$ cat config.mk
export PLATFORM = sky130hd
export DESIGN_NAME = rob_commit
export DESIGN_NICKNAME = d
export VERILOG_FILES = /design/src/rtl/rob_commit_pkg.sv /design/src/rtl/rob_commit.sv
export SDC_FILE = /design/constraint.sdc
export NUM_CORES = 2
export LEC_CHECK = 0
export ABC_CLOCK_PERIOD_IN_PS = 13000
export CAP_MARGIN = 25
export CORE_ASPECT_RATIO = 0.9
export CORE_UTILIZATION = 57
export CTS_CLUSTER_DIAMETER = 60
export CTS_CLUSTER_SIZE = 10
export DETAILED_ROUTE_END_ITERATION = 7
export PLACE_DENSITY = 0.75
export SYNTH_ARGS = -nofsm -noshare
export SYNTH_HDL_FRONTEND = slang
export SYNTH_SLANG_ARGS = --single-unit
$ cat constraint.sdc
create_clock -name clk -period 13 [get_ports clk]
set_clock_uncertainty 0.1 [all_clocks]
set_input_delay 1.95 -clock clk [delete_from_list [all_inputs] [get_ports clk]]
set_output_delay 1.95 -clock clk [all_outputs]
set_load 0.005 [all_outputs]
$ cat src/rtl/rob_commit_pkg.sv
// rob_commit_pkg: shared bus widths, constants and the reorder-buffer entry layout.
package rob_commit_pkg;
   localparam int DataBus = 32;
   localparam int NameBus = 5;
   localparam int RobBus = 4;
   localparam int TagBus = RobBus + 1;
   localparam int Null = 0;
   localparam logic Enable = 1'b1;
   localparam logic Disable = 1'b0;
   localparam logic Valid = 1'b1;
   localparam logic Invalid = 1'b0;
   typedef struct packed {
      logic busy;
      logic ready;
      logic [NameBus-1:0] rd;
      logic [DataBus-1:0] data;
      logic jump;
      logic [DataBus-1:0] pc;
   } rob_entry_t;
endpackage

$ cat src/rtl/rob_commit.sv
// rob_commit: reorder buffer that allocates rename tags, collects CDB results
// and retires entries in program order into the register file commit port.
module rob_commit
   import rob_commit_pkg::*;
#(
   parameter int DEPTH = 1 << RobBus,
   parameter int TAG_W = TagBus
) (
   input  logic               clk,
   input  logic               rst,
   input  logic               rdy,
   input  logic               clear,
   input  logic               alloc_en_i,
   input  logic [NameBus-1:0] alloc_rd_i,
   output logic [TAG_W-1:0]   alloc_tag_o,
   output logic               full_o,
   input  logic               cdb1_en_i,
   input  logic [TAG_W-1:0]   cdb1_tag_i,
   input  logic [DataBus-1:0] cdb1_data_i,
   input  logic               cdb2_en_i,
   input  logic [TAG_W-1:0]   cdb2_tag_i,
   input  logic [DataBus-1:0] cdb2_data_i,
   input  logic               cdb3_en_i,
   input  logic [TAG_W-1:0]   cdb3_tag_i,
   input  logic [DataBus-1:0] cdb3_data_i,
   input  logic               cdb3_jump_i,
   input  logic [DataBus-1:0] cdb3_pc_i,
   output logic               write_en_o,
   output logic [NameBus-1:0] write_addr_o,
   output logic [TAG_W-1:0]   write_tag_o,
   output logic [DataBus-1:0] write_data_o,
   output logic               clear_o,
   output logic [DataBus-1:0] pc_o
);
   localparam int IW = $clog2(DEPTH);
   rob_entry_t r_rob [DEPTH];
   logic [IW-1:0] r_head, r_tail;
   logic [IW:0] r_count;
   logic r_write_en, r_clear;
   logic [NameBus-1:0] r_write_addr;
   logic [TAG_W-1:0] r_write_tag;
   logic [DataBus-1:0] r_write_data, r_pc;
   logic w_full, w_alloc, w_commit;
   logic [DEPTH-1:0] w_busy, w_hit1, w_hit2, w_hit3;
   // One-hot decode of tag-1; tags outside 1..DEPTH select nothing.
   function automatic logic [DEPTH-1:0] dec(input logic en, input logic [TAG_W-1:0] tag);
      dec = '0;
      if (en && tag != TAG_W'(Null) && int'(tag) <= DEPTH) dec[IW'(tag - TAG_W'(1))] = 1'b1;
   endfunction
   always_comb begin
      w_busy = '0;
      for (int i = 0; i < DEPTH; i++) w_busy[i] = r_rob[i].busy;
      w_hit1 = dec(cdb1_en_i, cdb1_tag_i) & w_busy;
      w_hit2 = dec(cdb2_en_i, cdb2_tag_i) & w_busy;
      w_hit3 = dec(cdb3_en_i, cdb3_tag_i) & w_busy;
   end
   assign w_full = r_count == (IW+1)'(DEPTH);
   assign w_alloc = rdy && alloc_en_i && !w_full;
   assign w_commit = rdy && r_rob[r_head].busy && r_rob[r_head].ready;
   always_ff @(posedge clk) begin
      if (rst || clear) begin
         r_head <= '0;
         r_tail <= '0;
         r_count <= '0;
         for (int i = 0; i < DEPTH; i++) r_rob[i].busy <= Invalid;
         r_write_en <= Disable;
         r_clear <= Disable;
         r_write_addr <= '0;
         r_write_tag <= '0;
         r_write_data <= '0;
         r_pc <= '0;
      end else if (!rdy) begin
         r_write_en <= Disable;
         r_clear <= Disable;
      end else begin
         for (int i = 0; i < DEPTH; i++) begin
            if (w_hit1[i]) begin
               r_rob[i].ready <= Valid;
               r_rob[i].data <= cdb1_data_i;
            end
            if (w_hit2[i]) begin
               r_rob[i].ready <= Valid;
               r_rob[i].data <= cdb2_data_i;
            end
            if (w_hit3[i]) begin
               r_rob[i].ready <= Valid;
               r_rob[i].data <= cdb3_data_i;
               r_rob[i].jump <= cdb3_jump_i;
               r_rob[i].pc <= cdb3_pc_i;
            end
         end
         if (w_alloc) begin
            r_rob[r_tail].busy <= Valid;
            r_rob[r_tail].ready <= Invalid;
            r_rob[r_tail].rd <= alloc_rd_i;
            r_rob[r_tail].jump <= Disable;
            r_tail <= r_tail + IW'(1);
         end
         r_write_en <= w_commit && r_rob[r_head].rd != '0;
         r_clear <= w_commit && r_rob[r_head].jump;
         if (w_commit) begin
            r_rob[r_head].busy <= Invalid;
            r_head <= r_head + IW'(1);
            r_write_addr <= r_rob[r_head].rd;
            r_write_tag <= TAG_W'(r_head) + TAG_W'(1);
            r_write_data <= r_rob[r_head].data;
            if (r_rob[r_head].jump) r_pc <= r_rob[r_head].pc;
         end
         r_count <= r_count + (IW+1)'(w_alloc) - (IW+1)'(w_commit);
      end
   end
   assign alloc_tag_o = TAG_W'(r_tail) + TAG_W'(1);
   assign full_o = w_full;
   assign write_en_o = r_write_en;
   assign write_addr_o = r_write_addr;
   assign write_tag_o = r_write_tag;
   assign write_data_o = r_write_data;
   assign clear_o = r_clear;
   assign pc_o = r_pc;
endmodule

* Word level (Yosys, flattened, before mapping)
Memories as Yosys holds them, arrays and structs flattened. A register that Yosys moved wholly into a read port is not among the register bits.
Cells that the tools add are included.
Widths: inputs -> output; s select.
** Word-level totals
- Output and inout bits :: 82
- RAM bits :: 1152
- Memories :: 1
- Word-level logic and storage cells :: 399
- Register bits :: 89
** Memory list
- r_rob :: words 16, bits a word 72, rd ports 17, clocked after Yosys merged registers in 1, wr ports 18, RTL line rob_commit.sv:36 : rob_entry_t r_rob [DEPTH];
** Cells by class
- Order comparisons :: 9
- Equal/unequal tests :: 1
- Add/sub/neg operators :: 9
- Reductions and logical operators :: 25
- Bitwise operators :: 68
- Mux-type cells :: 277
** Operators with widths (count)
- $mux 32 :: 32
- $mux 1 :: 237
- $or 1x1->1 :: 64
- $and 16x16->16 :: 3
- $mux 16 :: 3
- $reduce_bool 5->1 :: 4
- $le 5x5->1 const B :: 3
- $logic_and 1x1->1 :: 15
- $lt 4x5->1 const B :: 3
- $demux 1 s4 :: 3
- $ge 4x1->1 const B :: 3
- $sub 4x1->4 const B :: 3
- $add 4x1->5 const B :: 2
- $add 4x1->4 const B :: 2
- $mux 4 :: 2
- $add 5x1->5 :: 1
- $eq 5x5->1 const B :: 1
- $sub 5x1->5 :: 1
- $reduce_and 2->1 :: 2
- $reduce_and 3->1 :: 1
- $reduce_or 2->1 :: 1
- $logic_not 1->1 :: 1
- $logic_or 1x1->1 :: 1
- $not 1->1 :: 1

* Logic depth before layout (Yosys ltp)
- Depth after elaboration :: 13
- Gate-level depth with buffers :: 18
- Gate-level depth less buffers :: 15

* Worst setup path after synthesis
No wires, ideal clock.
- Path kind :: input to register
- Start point :: input clear
- End point :: memory r_rob[12][33] (netlist name) (enable)
- Required time :: 12.426 ns
- Stages :: 7
- Setup slack :: 6.993 ns
- Arrival time :: 5.433 ns
- Path through :: or2_1 clkbuf_1 nor2_2 buf_4 buf_2 nand2_1 o311ai_1
** RTL lines
- start, declared :: RTL line rob_commit.sv:12 : input logic clear,
- end, declared :: RTL line rob_commit.sv:36

==> metrics.cfg <==
[clocking]
clk_path_buf_depth=3
cts_max_level=4
cts_tree=yes
worstSkewPairLatency_ns=0.74
hold_buffers=0
cts_resized=0
postCtsSetupRepairBufs=0
cts.sinks=1241
root_buffer=clkbuf_16
clkTransAtPathRegs_ns=0.06
cts_made_buffers=145

[sta]
finalHoldViolations=0
finalCritPeriodShare_pct=51.3
period_minus_slack_ns=6.67
tns_ns=0
slew_headroom_pct=22.7
hold_ws_ns=0.356
rsz0062_at_grt=no
worst_pin_slew_ns=1.16
maxSlewViolCount=0
finalSetupViolations=0
timing.fmax_ghz=0.150

[route]
drt-total-wl_um=174000
drc_errors=0
wl_met1_um=64800
antenna_left=0
highest_layer=met5
wl_met2_um=79600
num_vias=38700
dr.pass1.iters=8
routed_via_density=6.77
routedWlPerCell_um=30.4
met3_length_um=22500
drtIter0Drc=5795

[synthesis]
async_flop_share_pct=0
synth-edff-count=1104
synth_ff_type=edfxtp_1
synth_top_area_cell=edfxtp_1
ys_warn_count=0
avgSynthCellArea_um2=14.0
syn-cell-area_um2=58800
synth_area_leaders=edfxtp_1 (56%), mux4_2 (13%), mux2i_1 (9.7%), dfxtp_1 (4.7%), nand2_1 (3.8%)
yosys_register_bits=1241
synth_cell_types=61
ys_seq_area_share_pct=61.0
synth.top_cell.area_share_pct=56.4
synth_nets=4367
netlist_instances=4196

[setup_path]
critPathMaxFanout=165
worst_ep_required_time_ns=13.27
startpoint_type=primary input
startpoint=clear
ff2ff_setup_slack_ns=7.78
critPathKind=in -> reg
critical_path_arrival_ns=6.94
cp-end-kind=flip-flop
worst_r2r_endpoint=r_count[3]$_SDFFE_PN0P_
rr_worst_depth=13
crit_end=r_rob[10][52]$_DFFE_PP_

[power_and_ir_drop]
finalPower_mw=8.36
peakVddDrop_mv=0.124
leakage_nw=22.8
power_density_nw_per_um2=126

[floorplan]
num_rows=111
die-width_um=341
pin_count=239
coreArea_um2=102000
dieArea_um2=104000
fp.dieH_um=307
initial_core_util_pct=57.6

[finish]
layout.nets=4403
layout_commonest_cell=edfxtp_1
layout.cells.non_filler=5718
fin_util_pct=64.9
seqCellArea_um2=35900
most-common-layout-cells=edfxtp_1 (1,104), nand2_1 (596), mux2i_1 (568)
area_delta_synth_final_pct=12.6
drive_above_1_share_pct=14.8
fillCellCount=7096
multi_input_area_um2=21300

[hold_path]
hold_class=reg -> reg

[grt]
grt_pass1_wl_um=252000
grt_start_max_net_pins=166
first_global_vias=37300
antenna_found_initial=32
grt_use_total_pct=33.2
overflow=0

[placed_design]
port-buffer-count=238
hpwl_um=92300
dpl.cell_count=5437
place_congestion=0.959

[outcome]
status=finished clean

[flow_run]
drv_cap=0

power by group:
group          leakage (nW)  switching (mW)  internal (mW)  total [mW]
Clock                  2.02            1.61           2.12        3.73
Combinational          9.78           0.186          0.106       0.292
Sequential             11.0         0.00128           4.34        4.34
Total                  22.8            1.80           6.56        8.36
cell families after synthesis:
logic type | share of synthesized area [%]
AOI/OAI and AO/OA | 5.66
xor gates and xnor gates | 0.194
adders and majority gates | 0.311
buffers and inverters | 3.22
DFF | 61.0
muxes | 22.9
and+or+nand+nor | 6.64
layer usage:
layer  vias to the layer above  global-route usage [%]
met3                       501                    8.21
met5                         -                       0
li1                      16000                       -
met1                     19300                    46.3
met2                      2862                    50.2
met4                        28                    13.7
worst max-delay path: stages:
cell             delay [ns]
clkdlybuf4s50_1        0.47
nor2_4                 0.15
buf_12                 0.57
nand2_1                0.41
nor3_1                 0.84
and3_2                 0.31
buf_4                  0.57
nand3b_1               0.87
buf_4                  0.62
per-stage QoR:
| step | instance area (um2) | setup slack, ns |
|---|---|---|
| after detailed placement | 61900 | 5.66 |
| after global routing | 66200 | 6.22 |
| final | 66200 | 6.33 |
| after global placement | 61900 | 5.82 |
| after CTS | 66100 | 6.41 |
| after floorplan | 58800 | 6.99 |
state kept, by name, summed over array words and instances (netlist names), named ones only:
signal / cells
r_rob: 1152
pc_o: 32
write_data_o: 32
r_count: 5
write_addr_o: 5
r_tail: 4
r_head: 3
write_tag_o: 2
clear_o: 1
write_en_o: 1
Yosys cell counts, types with 72 or more instances:
master	number
a21oi_1	158
o21ai_1	251
mux4_2	343
buf_2	115
edfxtp_1	1104
o21ai_0	111
nor2_1	217
mux2i_1	568
dfxtp_1	137
buf_1	72
nand2_1	597
clkbuf_1	208
how the worst min path moves through the flow:
stage                                  startpoint                             to  slack, ns  cells past startpoint
floorplan              r_rob[12][32]$_SDFFE_PP0P_     r_rob[12][32]$_SDFFE_PP0P_       0.33                      2
global placement       r_rob[11][32]$_SDFFE_PP0P_     r_rob[11][32]$_SDFFE_PP0P_       0.34                      2
detailed placement   write_data_o[3]$_SDFFE_PN0P_   write_data_o[3]$_SDFFE_PN0P_       0.35                      2
CTS                     r_rob[1][32]$_SDFFE_PP0P_      r_rob[1][32]$_SDFFE_PP0P_       0.36                      2
global route        write_data_o[25]$_SDFFE_PN0P_  write_data_o[25]$_SDFFE_PN0P_       0.37                      2
finish               write_data_o[3]$_SDFFE_PN0P_   write_data_o[3]$_SDFFE_PN0P_       0.36                      2
final cells by class:
class / instances / share of cell area (%)
clock buffer: 241 / 6.08
multi-input combinational: 2515 / 32.1
tap: 1356 / 2.56
timing repair buffer: 307 / 4.56
inverter: 22 / 0.147
antenna: 18 / 0.0680
sequential: 1241 / 54.2
clock inverter: 18 / 0.291
No activity file was read; power rests on OpenSTA's default activity.
